==> src/rtl/boid_plotter_if.sv <==
// Handshake bundles around boid_plotter: the boid position feed and the frame-buffer write port.
interface boid_pos_if #(parameter int COLOR_W = 8);
  logic               pos_valid;
  logic               pos_ready;
  logic [31:0]        x, y, px, py;
  logic [COLOR_W-1:0] boid_color;
  modport master (output pos_valid, x, y, px, py, boid_color, input pos_ready);
  modport slave  (input pos_valid, x, y, px, py, boid_color, output pos_ready);
endinterface

interface fb_wr_if #(parameter int ADDR_W = 19, parameter int COLOR_W = 8);
  logic               wr_en;
  logic [ADDR_W-1:0]  wr_addr;
  logic [COLOR_W-1:0] wr_data;
  logic               wr_ready;
  modport master (output wr_en, wr_addr, wr_data, input wr_ready);
  modport slave  (input wr_en, wr_addr, wr_data, output wr_ready);
endinterface

==> src/rtl/boid_plotter.sv <==
// Turns one boid update into an erase write (old pixel) and a draw write (new pixel).
// Optional BOID_SPRITE_2X2_EN: each phase writes a 2x2 sprite instead of a single pixel.
module boid_plotter #(
  parameter int H_RES   = 640,
  parameter int V_RES   = 480,
  parameter int ADDR_W  = 19,
  parameter int COLOR_W = 8,
  parameter logic [COLOR_W-1:0] BG_COLOR = '0
) (
  input  logic     clk,
  input  logic     reset,
  boid_pos_if.slave pos,
  fb_wr_if.master   fb,
  output logic     done
);
  typedef enum logic [1:0] {IDLE, ERASE, DRAW, DONE} state_t;

  state_t             state, state_n;
  logic [15:0]        e_col, e_row, d_col, d_row;
  logic               e_neg, d_neg;
  logic [ADDR_W-1:0]  e_addr, d_addr, cur_addr;
  logic [COLOR_W-1:0] color;
  logic               dx, dy, last_sub, cur_clip, step;

  // 640 = 512 + 128, so the row pitch multiply folds into two shifts and an add
  function automatic logic [ADDR_W-1:0] pix_addr(input logic [15:0] col, input logic [15:0] row);
    logic [31:0] r, a;
    r = {16'b0, row};
    if (H_RES == 640) a = (r << 9) + (r << 7) + {16'b0, col};
    else              a = r * 32'(H_RES) + {16'b0, col};
    return ADDR_W'(a);
  endfunction

  function automatic logic off_screen(input logic [15:0] col, input logic [15:0] row,
                                      input logic neg, input logic ox, input logic oy);
    logic [16:0] c, r;
    c = {1'b0, col} + {16'b0, ox};
    r = {1'b0, row} + {16'b0, oy};
    return neg || ({15'b0, c} >= 32'(H_RES)) || ({15'b0, r} >= 32'(V_RES));
  endfunction

  always_ff @(posedge clk)
    if (reset) state <= IDLE;
    else       state <= state_n;

  // Base coordinates and addresses are latched so upstream is free once the handshake completes
  always_ff @(posedge clk)
    if (state == IDLE && pos.pos_valid) begin
      e_col  <= pos.px[31:16];
      e_row  <= pos.py[31:16];
      e_neg  <= pos.px[31] | pos.py[31];
      e_addr <= pix_addr(pos.px[31:16], pos.py[31:16]);
      d_col  <= pos.x[31:16];
      d_row  <= pos.y[31:16];
      d_neg  <= pos.x[31] | pos.y[31];
      d_addr <= pix_addr(pos.x[31:16], pos.y[31:16]);
      color  <= pos.boid_color;
    end

`ifdef BOID_SPRITE_2X2_EN
  // Sub-pixel walk: (c,r), (c+1,r), (c,r+1), (c+1,r+1); wraps to 0 between phases
  logic [1:0] sub;
  always_ff @(posedge clk)
    if (reset || state == IDLE)                     sub <= '0;
    else if ((state == ERASE || state == DRAW) && step) sub <= sub + 2'd1;
  assign dx       = sub[0];
  assign dy       = sub[1];
  assign last_sub = &sub;
`else
  assign dx       = 1'b0;
  assign dy       = 1'b0;
  assign last_sub = 1'b1;
`endif

  always_comb begin
    if (state == DRAW) begin
      cur_clip = off_screen(d_col, d_row, d_neg, dx, dy);
      cur_addr = d_addr;
    end else begin
      cur_clip = off_screen(e_col, e_row, e_neg, dx, dy);
      cur_addr = e_addr;
    end
    cur_addr = cur_addr + (dy ? ADDR_W'(H_RES) : '0) + ADDR_W'(dx);
    step     = cur_clip | fb.wr_ready;
  end

  always_comb begin
    state_n       = state;
    pos.pos_ready = 1'b0;
    fb.wr_en      = 1'b0;
    fb.wr_addr    = '0;
    fb.wr_data    = '0;
    done          = 1'b0;
    case (state)
      IDLE: begin
        pos.pos_ready = 1'b1;
        if (pos.pos_valid) state_n = ERASE;
      end
      ERASE: begin
        if (!cur_clip) begin
          fb.wr_en   = 1'b1;
          fb.wr_addr = cur_addr;
          fb.wr_data = BG_COLOR;
        end
        if (step && last_sub) state_n = DRAW;
      end
      DRAW: begin
        if (!cur_clip) begin
          fb.wr_en   = 1'b1;
          fb.wr_addr = cur_addr;
          fb.wr_data = color;
        end
        if (step && last_sub) state_n = DONE;
      end
      DONE: begin
        done    = 1'b1;
        state_n = IDLE;
      end
      default: state_n = IDLE;
    endcase
  end
endmodule

==> src/flat_wrapper.sv <==
// flat-port wrapper written by rule: the top's interface ports become plain ports
module boid_plotter_flat 
#(
  parameter int H_RES   = 640,
  parameter int V_RES   = 480,
  parameter int ADDR_W  = 19,
  parameter int COLOR_W = 8,
  parameter logic [COLOR_W-1:0] BG_COLOR = '0
)
  (clk, reset, done, pos_pos_valid, pos_x, pos_y, pos_px, pos_py, pos_boid_color, pos_pos_ready, fb_wr_en, fb_wr_addr, fb_wr_data, fb_wr_ready);
  boid_pos_if #(.COLOR_W(COLOR_W)) pos_i ();
  fb_wr_if #(.ADDR_W(ADDR_W), .COLOR_W(COLOR_W)) fb_i ();
  input  logic clk;
  input  logic reset;
  output logic done;
  input wire logic [$bits(pos_i.pos_valid)-1:0] pos_pos_valid;
  input wire logic [$bits(pos_i.x)-1:0] pos_x;
  input wire logic [$bits(pos_i.y)-1:0] pos_y;
  input wire logic [$bits(pos_i.px)-1:0] pos_px;
  input wire logic [$bits(pos_i.py)-1:0] pos_py;
  input wire logic [$bits(pos_i.boid_color)-1:0] pos_boid_color;
  output wire logic [$bits(pos_i.pos_ready)-1:0] pos_pos_ready;
  output wire logic [$bits(fb_i.wr_en)-1:0] fb_wr_en;
  output wire logic [$bits(fb_i.wr_addr)-1:0] fb_wr_addr;
  output wire logic [$bits(fb_i.wr_data)-1:0] fb_wr_data;
  input wire logic [$bits(fb_i.wr_ready)-1:0] fb_wr_ready;
  assign pos_i.pos_valid = pos_pos_valid;
  assign pos_i.x = pos_x;
  assign pos_i.y = pos_y;
  assign pos_i.px = pos_px;
  assign pos_i.py = pos_py;
  assign pos_i.boid_color = pos_boid_color;
  assign pos_pos_ready = pos_i.pos_ready;
  assign fb_wr_en = fb_i.wr_en;
  assign fb_wr_addr = fb_i.wr_addr;
  assign fb_wr_data = fb_i.wr_data;
  assign fb_i.wr_ready = fb_wr_ready;
  boid_plotter #(.H_RES(H_RES), .V_RES(V_RES), .ADDR_W(ADDR_W), .COLOR_W(COLOR_W), .BG_COLOR(BG_COLOR)) u_core (.clk(clk), .reset(reset), .pos(pos_i), .fb(fb_i), .done(done));
endmodule
==> config.mk <==
export PLATFORM = sky130hd
export DESIGN_NAME = boid_plotter_flat
export DESIGN_NICKNAME = d
export VERILOG_FILES = /design/src/rtl/boid_plotter_if.sv /design/src/rtl/boid_plotter.sv /design/src/flat_wrapper.sv
export SDC_FILE = /design/constraint.sdc
export NUM_CORES = 1
export LEC_CHECK = 0
export ABC_AREA = 1
export ABC_CLOCK_PERIOD_IN_PS = 5400
export BUFFER_PORTS_ARGS = -buffer_cell sky130_fd_sc_hd__buf_2
export CORE_MARGIN = 2
export CORE_UTILIZATION = 54
export CTS_CLUSTER_SIZE = 25
export DETAILED_ROUTE_END_ITERATION = 12
export PLACE_DENSITY_LB_ADDON = 0.3
export SYNTH_ARGS = -nofsm -noshare
export SYNTH_HDL_FRONTEND = slang
export SYNTH_SLANG_ARGS = --single-unit
==> constraint.sdc <==
create_clock -name clk -period 5.4 [get_ports clk]
set_input_delay 0.54 -clock clk [delete_from_list [all_inputs] [get_ports clk]]
set_output_delay 0.54 -clock clk [all_outputs]
set_load 0.1 [all_outputs]
**Yosys cells after proc, flatten, opt, wreduce, memory -nomap -nowiden**

Cells that the tools add are included.

- $add $sub $neg: 4
- $lt $le $gt $ge: 4
- Eq/ne operators: 6
- Muxes and demuxes: 14
- Bitwise operators: 3
- Reduce and logical (&&, ||, !) cells: 8

Operators with widths:

| cell | count |
|---|---|
| two-way mux 19 bit | 3 |
| adder 19 x 16 -> 19 bit | 2 |
| adder 19 bit | 2 |
| >= comparator 16 x 10 -> 1 bit, second input constant | 2 |
| >= comparator 16 x 9 -> 1 bit, second input constant | 2 |
| two-way mux 8 bit | 2 |
| one-hot mux 2 bit (4 select lines) | 1 |
| two-way mux 2 bit | 3 |
| two-way mux 1 bit | 5 |
| equality test 2 bit, second input constant | 2 |
| logical OR 1 bit | 4 |
| inequality test 2 x 1 -> 1 bit, second input constant | 2 |
| OR 1 bit | 3 |
| AND reduction 3 bit | 1 |
| equality test 2 x 1 -> 1 bit, second input constant | 1 |
| logical NOT 2 bit | 1 |
| inequality test 2 bit, second input constant | 1 |
| OR reduction 2 bit | 1 |
| logical AND 1 bit | 1 |

- Register bits: 114
- Bits of input ports: 140
- Output and inout bits: 30
- Word-level logic and storage cells: 49

**Logic depth before layout (Yosys ltp)**

Gate-level depths: netlist of the first run.

- Depth after elaboration: 7
- Depth in mapped cells: 12
- Gate-level depth less buffers: 12

**Least setup slack after synthesis of the first run**

Ideal clock, no wire load.

- Path type: register -> register
- Start: reg u_core.state[0]
- End: reg u_core.color[0], enable pin
- Setup time: 0.441 ns
- Arrival: 3.071 ns
- Required time: 4.959 ns
- Setup slack: 1.888 ns
- Cell stages (with the launch flop): 5
- Buffers on the path: 0
- Clock period less this slack: 3.512 ns
- Cells stage by stage: dfxtp_1 > inv_1 > ha_1 > nand2_1 > inv_1

- Cells in the longest elaborated chain, start to end: 2

RTL lines:

| item | line | text |
|---|---|---|
| start, declared | boid_plotter.sv:18 | `state_t state, state_n;` |
| start signal, assigned | boid_plotter.sv:44 | `else state <= state_n;` |
| logical NOT 2 bit | boid_plotter.sv:48 | `if (state == IDLE && pos.pos_valid) begin` |
| logical AND 1 bit | boid_plotter.sv:48 |  |
| end signal, assigned | boid_plotter.sv:57 | `color <= pos.boid_color;` |
| end, declared | boid_plotter.sv:22 | `logic [COLOR_W-1:0] color;` |

Every way passes these cells.
A chain may end at the register's enable or synchronous reset.

**Worst setup path after layout of the first run**

- Start: reg u_core.state[0]
- End: out fb_wr_addr[12]

- Cells in the longest elaborated chain, start to end: 4
- Elaborated cells between the ends (all ways): 7
- Those cells by class: 2 x eq/ne; 4 x mux; 1 x reduce/logical

RTL lines:

| item | line | text |
|---|---|---|
| equality test 2 bit | boid_plotter.sv:76, boid_plotter.sv:94 |  |
| two-way mux 19 bit / two-way mux 1 bit (equally long branches) | boid_plotter.sv:76 | `if (state == DRAW) begin` |
| two-way mux 19 bit | boid_plotter.sv:100, boid_plotter.sv:108 |  |
| two-way mux 19 bit * | - |  |
| end, declared | flat_wrapper.sv:24 | `output wire logic [$bits(fb_i.wr_addr)-1:0] fb_wr_addr;` |

Mark *: on every way between the ends. The rest lies on a longest branch, timed or not.

==> summary.md, run 1 <==
| Metric | Value |
|---|---|
| Detailed Place HPWL | `6830 um` |
| Final core occ | `65.1%` |
| PwrDens | `roughly 400 nW/um^2` |
| Area grow syn2layout | `18.0%` |
| CP Launch Point | `u_core.state[0]` |
| Slew headroom | `46.9%` |
| Power Total | `2.21 mW` |
| Ant diodes | `0` |
| Chip Height | `97.7 um` |
| DRC | `0` |
| Clock root cell | `clkbuf_8` |
| GRT overflow | `0` |
| Drt wl/cell | `13.9 um` |
| Int Pwr | `1.47 mW` |
| Setup CP Type | `flop to primary output` |
| Pre-antenna DRT Iters | `6` |
| Placeable Area | `8590 um^2` |
| Cell leakage power | `around 2.4 nW` |
| Synth unique cells | `24` |
| Netlist Area Pre-Place | `4740 um^2` |
| Unrepaired setup endpoints after global routing | `false` |
| Cts repair resizes | `0` |
| Via count | `3223` |
| Synthesis-stage register bit count | `90` |
| Max Freq | `approximately 0.29 GHz` |
| # nets final | `714` |
| Sequential power share | `48.5%` |
| CP Max Fanout | `20` |
| Final Setup Violations | `0` |
| Max Slew Vio Count | `0` |
| Reg-to-reg setup timing slack | `around 3.3 ns` |
| Reg2reg path depth | `5` |
| Starting Density | `55.1%` |
| Total track usage | `approximately 20%` |
| # fillers | `691` |
| Tightest Pin Transition | `between 0.7 and 0.8 ns` |
| IO Count | `170` |
| Max-cap viol count | `0` |
| Worst R2R End | `u_core.d_col[14]` |
| Worst-Skew Late Latency | `0.35 ns` |
| Die area | `9540 um^2` |
| Endpoints failing hold | `0` |
| Status | `finished clean` |
| Crit end category | `primary output` |
| Setup tns final | `0 ns` |
| CP Capture Point | `fb_wr_addr[12]` |
| Sw Pwr | `737 uW` |
| Final Skew | `0.00861 ns` |
| Final period util | `between 60 and 70%` |
| Die width | `~98 um` |
| CTS sink count | `90` |
| Vias in the first global route | `around 3200` |
| Cell Rows | `34` |
| Total CTS buffers | `9` |
| CTS max path bufs | `2` |
| Gate power share | `between 20% and 30%` |
| CP Launch Type | `flop` |
| CTS tree | `done` |
| Syn_nets | `602` |
| ANT nets after route | `0` |
| Initial DRC Count | `141` |
| Synth warnings | `0` |
| CP Data Arrival Time | `2.90 ns` |
| Yosys top cell area share | `between 50% and 60%` |
| Avg Synthesized Cell Area | `11.4 um^2` |
| Max VDD drop | `between 0.00015 and 0.0002 V` |
| Fraction of layout cells with a size suffix above 1 | `27.9%` |
| Minimum clock period | `roughly 3.4 ns` |
| Port Buf Inserts | `105` |
| Initial antenna violation count | `0` |
| Min-delay worst type | `input pin to flop` |
| Final Wtd Congestion | `0.862` |
| Setup bufs post-CTS | `0` |
| Area contributors post-synth | `edfxtp_1, ha_1, fa_1` |
| Sw Share | `33.3%` |
| Post-Synthesis Cells | `414` |
| WL final | `8900 um` |
| Global-route wire length before repair | `14900 um` |
| Via-to-Cell Ratio | `5.04` |
| Clock power share | `between 20 and 25%` |
| Largest area contributor in the netlist | `edfxtp_1` |
| Reg clk slew, reported paths | `0.09 ns` |
| Largest net degree at the start of global routing | `67` |
| Reg-to-Reg Start | `u_core.state[0]` |
| CTS H-tree lvls | `3` |
| Register area share after synthesis | `56.6%` |
| Crit path required time | `approximately 4.9 ns` |
| CTS Hold Buffers Added | `0` |
==> power groups by stage <==
| stage | Clock, mW | Combinational [mW] | Sequential, mW |
|---|---|---|---|
| CTS | 0.501 | 0.651 | 1.07 |
| global route | 0.531 | 0.729 | 1.09 |
| finish | 0.495 | 0.645 | 1.07 |
| detailed placement | 0 | 0.646 | 1.09 |
| floorplan | 0 | 0.493 | 1.09 |
| global placement | 0 | 0.626 | 1.08 |
==> flip-flops by register name, summed over array words and instances (netlist names) <==
name and count:
u_core.d_col 9, u_core.color 8, u_core.e_addr 19, u_core.state 2, u_core.d_row 11, u_core.d_addr 19
u_core.e_col 9, u_core.e_neg 1, u_core.e_row 11, u_core.d_neg 1
==> how the worst min path moves through the flow <==
stage,start,end,slack [ns],cells after the start
finish,pos_boid_color[3],u_core.color[3],0.35,1
global route,pos_py[29],u_core.e_row[13],0.33,1
CTS,pos_py[30],u_core.e_row[14],0.34,1
detailed placement,u_core.state[1],u_core.state[1],0.55,2
global placement,u_core.state[0],u_core.state[0],0.52,2
floorplan,u_core.state[0],u_core.state[0],0.49,2
==> worst max-delay path, stage by stage, from the launching register on <==
cell and delay [ns]:
dfxtp_1 0.36, inv_1 0.09, ha_1 0.19, inv_2 0.16, nor2_1 0.13, nand2_1 0.07, nor2_2 0.08, nand3_2 0.19
nand2_1 0.16, nand2_2 0.35, a21oi_2 0.29, buf_2 0.46
==> metal layers <==
| layer | GRT usage, % | vias to the layer above | routed length (um) |
|---|---|---|---|
| met3 | 3.45 | 7 | 400 |
| met2 | 31.4 | 99 | 4300 |
| met1 | 27.4 | 1504 | 4110 |
| met5 | 0 | - | 0 |
| li1 | - | 1613 | - |
| met4 | 7.05 | 0 | 86 |
==> cell usage after synthesis <==
master and n:
edfxtp_1 88, nand2_1 85, nor2_1 56, inv_1 38
ha_1 32, a21oi_2 19, fa_1 16, nand3_1 15
a21oi_1 14, xnor2_1 11, xor2_1 11, nand4_1 4
nor3_1 4, clkbuf_1 3, o21ai_0 3, o21ai_1 3
buf_6 2, dfxtp_1 2, inv_2 2, or2_2 2
buf_2 1, nand2_2 1, nand3_2 1, nor2_2 1
==> cells by family (layout without fill, tap and decap cells) <==
family                   Yosys count  count (layout)  share of synthesized area [%]
flip-flops                        90              90                           56.6
XOR/XNOR                          22              22                           4.07
AND/OR/NAND/NOR                  169             169                           14.5
adder cells (fa/ha/maj)           48              48                           15.2
AO/OA/AOI/OAI                     39              39                           5.63
buffers and inverters             46             163                           3.99
==> layout make-up <==
type	instances	area (um^2)	share of cell area [%]
clock buffers	9	124	2.22
clock inverters	7	92.6	1.66
inverters	40	151	2.71
multi-input cells	278	1860	33.3
flip-flops and latches	90	2680	48.0
well taps	108	135	2.42
repair buffers	107	541	9.67
==> cell usage in the layout, fill, tap and decap left out <==
| cell | synthesis | layout |
|---|---|---|
| a21oi_1 | 14 | 14 |
| a21oi_2 | 19 | 19 |
| buf_2 | 1 | 105 |
| buf_4 | 0 | 2 |
| bufinv_16 | 0 | 2 |
| clkbuf_8 | 0 | 9 |
| clkinv_1 | 0 | 2 |
| clkinv_2 | 0 | 1 |
| clkinv_4 | 0 | 1 |
| clkinvlp_4 | 0 | 1 |
| dfxtp_1 | 2 | 2 |
| edfxtp_1 | 88 | 88 |
| fa_1 | 16 | 16 |
| ha_1 | 32 | 32 |
| inv_1 | 38 | 37 |
| inv_2 | 2 | 2 |
| inv_6 | 0 | 1 |
| nand2_1 | 85 | 85 |
| nand2_2 | 1 | 1 |
| nand3_1 | 15 | 15 |
| nand3_2 | 1 | 1 |
| nand4_1 | 4 | 4 |
| nor2_1 | 56 | 56 |
| nor2_2 | 1 | 1 |
| nor3_1 | 4 | 4 |
| o21ai_0 | 3 | 3 |
| o21ai_1 | 3 | 3 |
| or2_2 | 2 | 2 |
| xnor2_1 | 11 | 11 |
| xor2_1 | 11 | 11 |
==> metrics by stage <==
stage / hold slack (ns) / cells / instance area [um^2] / worst slack [ns]
after CTS: 0.338 / 639 / 5590 / 1.90
after global placement: 0.521 / 623 / 5370 / 2.32
after detailed placement: 0.555 / 623 / 5370 / 2.30
after floorplan: 0.492 / 414 / 4740 / 1.89
after global routing: 0.334 / 639 / 5590 / 1.69
final: 0.353 / 639 / 5590 / 1.96
(Power assumes the default switching activity.)
==> run 2, diff against run 1 <==
--- a/config.mk
+++ b/config.mk
@@ -5,11 +5,11 @@
 export SDC_FILE = /design/constraint.sdc
 export NUM_CORES = 1
 export LEC_CHECK = 0
-export ABC_AREA = 1
-export ABC_CLOCK_PERIOD_IN_PS = 5400
+export ABC_AREA = 0
+export ABC_CLOCK_PERIOD_IN_PS = 3100
 export BUFFER_PORTS_ARGS = -buffer_cell sky130_fd_sc_hd__buf_2
 export CORE_MARGIN = 2
-export CORE_UTILIZATION = 54
+export CORE_UTILIZATION = 45
 export CTS_CLUSTER_SIZE = 25
 export DETAILED_ROUTE_END_ITERATION = 12
 export PLACE_DENSITY_LB_ADDON = 0.3
==> constraint.sdc (replaced) <==
create_clock -name clk -period 3.1 [get_ports clk]
set_input_delay 0.31 -clock clk [delete_from_list [all_inputs] [get_ports clk]]
set_output_delay 0.31 -clock clk [all_outputs]
set_load 0.1 [all_outputs]
==> summary.md, run 2 <==
| Metric | Value |
|---|---|
| Status | `finished clean` |
| Slew headroom | `approximately 60%` |
| Ant diodes | `0` |
| WL final | `9330 um` |
| Syn_nets | `506` |
| CTS tree | `done` |
| Chip Height | `~100 um` |
| CTS H-tree lvls | `3` |
| IO Count | `170` |
| CP Data Arrival Time | `about 2.5 ns` |
| Setup tns final | `0 ns` |
| CTS sink count | `90` |
| Worst-Skew Late Latency | `0.36 ns` |
| Final Setup Violations | `0` |
| Most frequent cells in the layout | `edfxtp_1, buf_2, ha_1` |
| Clock root cell | `clkbuf_8` |
| Placeable Area | `between 9000 and 10000 um^2` |
| Setup bufs post-CTS | `0` |
| Setup CP Type | `flop to primary output` |
| Synthesis-stage register bit count | `90` |
| PwrDens | `651 nW/um^2` |
| Global-route wire length before repair | `15100 um` |
| Cell leakage power | `roughly 2.3 nW` |
| Die width | `roughly 100 um` |
| Fin worst setup slack | `0.329 ns` |
| Total CTS buffers | `9` |
| Yosys top cell area share | `58.0%` |
| Reg2reg path depth | `7` |
| Die area | `10900 um^2` |
| Worst R2R End | `u_core.state[0]` |
| Unrepaired setup endpoints after global routing | `false` |
| Endpoints failing hold | `0` |
| # nets final | `620` |
| Biggest regs | `u_core.d_addr (19), u_core.e_addr (19)` |
| Register area share after synthesis | `about three fifths` |
| Crit path required time | `roughly 2.8 ns` |
| Pre-antenna DRT Iters | `4` |
| GRT overflow | `0` |
| Max Slew Vio Count | `0` |
| Final Skew | `0.00420 ns` |
| CP Max Fanout | `20` |
| Most common cell after layout, fill and taps aside | `edfxtp_1` |
| Hold slack | `0.121 ns` |
| Max VDD drop | `0.000436 V` |
| CP Launch Point | `u_core.state[0]` |
| Netlist Area Pre-Place | `4550 um^2` |
| Synth warnings | `0` |
| Largest net degree at the start of global routing | `54` |
| Tightest Pin Transition | `around 0.59 ns` |
| Post-synth EDFFs | `88` |
| Area contributors post-synth | `edfxtp_1, ha_1, fa_1` |
| Most numerous cell in the Yosys netlist | `edfxtp_1` |
| Cell Rows | `36` |
| Reg-to-Reg Start | `u_core.state[0]` |
| Initial DRC Count | `90` |
| Min-delay worst type | `input pin to flop` |
| Asr flop ratio synth | `0%` |
| Minimum clock period | `2.77 ns` |
| ANT nets after route | `0` |
| Synth unique cells | `38` |
| Detailed Place HPWL | `a little over 7000 um` |
| Crit end category | `primary output` |
| CP Capture Point | `fb_wr_addr[9]` |
| Starting Density | `46.4%` |
| Drt wl/cell | `16.4 um` |
| Via-to-Cell Ratio | `5.17` |
| CP Launch Type | `flop` |
| Initial antenna violation count | `0` |
| Dpl ws | `0.298 ns` |
| Fraction of layout cells with a size suffix above 1 | `31.4%` |
| Total track usage | `17.9%` |
| Hold depth | `1` |
| Power Total | `approximately 3.8 mW` |
| Area grow syn2layout | `29.2%` |
| Port Buf Inserts | `105` |
| Vias in the first global route | `3104` |
| Reg-to-reg setup timing slack | `between 1 and 1.5 ns` |
| Largest area contributor in the netlist | `edfxtp_1` |
| Final period util | `between 80% and 90%` |
| DRC | `0` |
| Commonest cells in the netlist | `edfxtp_1, ha_1, nor2_1, mux2i_1` |
| Max-cap viol count | `0` |
| Avg Synthesized Cell Area | `about 14 um^2` |
| Final core occ | `about three fifths` |
| Reg clk slew, reported paths | `0.08 ns` |
| Final Wtd Congestion | `0.811` |
| Most common flop cell mapped by yosys | `edfxtp_1` |
| CTS max path bufs | `2` |
| Max Freq | `0.361 GHz` |
| Via count | `2949` |
| Post-Synthesis Cells | `between 300 and 400` |
==> run 2: changes by cell type in the layout (fill, tap and decap cells not counted), moves of 4 or more <==
cell	before	now
and2_1	0	9
a21oi_2	19	0
inv_1	37	14
nand3_1	15	6
nor4_1	0	8
xnor2_1	11	16
buf_12	0	29
xor2_1	11	4
a21oi_1	14	10
nand2_1	85	10
mux2i_1	0	20
buf_2	105	77
nor2_1	56	26
==> run 2: per-stage QoR <==
| step | std cells | cell area [um^2] |
|---|---|---|
| finish | 570 | 5880 |
| global route | 570 | 5880 |
| CTS | 570 | 5870 |
| detailed placement | 554 | 5680 |
| global placement | 554 | 5680 |
| floorplan | 318 | 4550 |
==> run 2: power by group <==
part / switching [mW] / internal, mW
clock network: 0.398 / 0.366
registers: 0.0995 / 1.81
logic: 0.722 / 0.434
==> run 2: cell families after synthesis <==
logic type	count (synthesis)	synth area share (%)
AOI/OAI and AO/OA	32	5.33
xor gates and xnor gates	20	3.85
adders and majority gates	48	15.8
buffers and inverters	19	1.65
DFF	90	58.9
muxes	20	4.40
and+or+nand+nor	89	10.0
==> run 2: how the worst min path moves through the flow <==
stage	startpoint	to	slack (ns)
CTS	pos_boid_color[4]	u_core.color[4]	0.1
global placement	u_core.state[1]	u_core.state[1]	0.48
detailed placement	pos_boid_color[4]	u_core.color[4]	0.49
global route	pos_y[30]	u_core.d_row[14]	0.1
finish	pos_boid_color[4]	u_core.color[4]	0.12
floorplan	pos_boid_color[0]	u_core.color[0]	0.41
==> run 2: timing repair <==
item / CTS / global route
resized for setup: 1 / 4
setup endpoints to repair: 19 / 19
hold buffers: 0 / 0
==> run 2: final cells by class <==
class                      instances  area, um^2
clock inverter                     6        57.6
sequential                        90        2680
timing repair buffer             108         981
clock buffer                      10         128
tap                              133         166
inverter                          14        52.6
multi-input combinational        209        1820
fill                             819        3940
==> run 2: worst max-delay path, stage by stage (launching register included) <==
cell,delay (ns)
dfxtp_1,0.39
inv_1,0.08
ha_1,0.27
nor3_1,0.22
nand4_1,0.18
o22ai_2,0.25
nand2_4,0.20
nor2_1,0.29
buf_12,0.21
==> run 2: per-layer routing <==
layer / track usage (%) / routed length [um] / part of all wire (%)
met2: 29.9 / 4610 / 49
met5: 0 / 0 / 0
met4: 6.48 / 150 / 1.6
met3: 4.30 / 491 / 5.3
met1: 22.7 / 4080 / 44
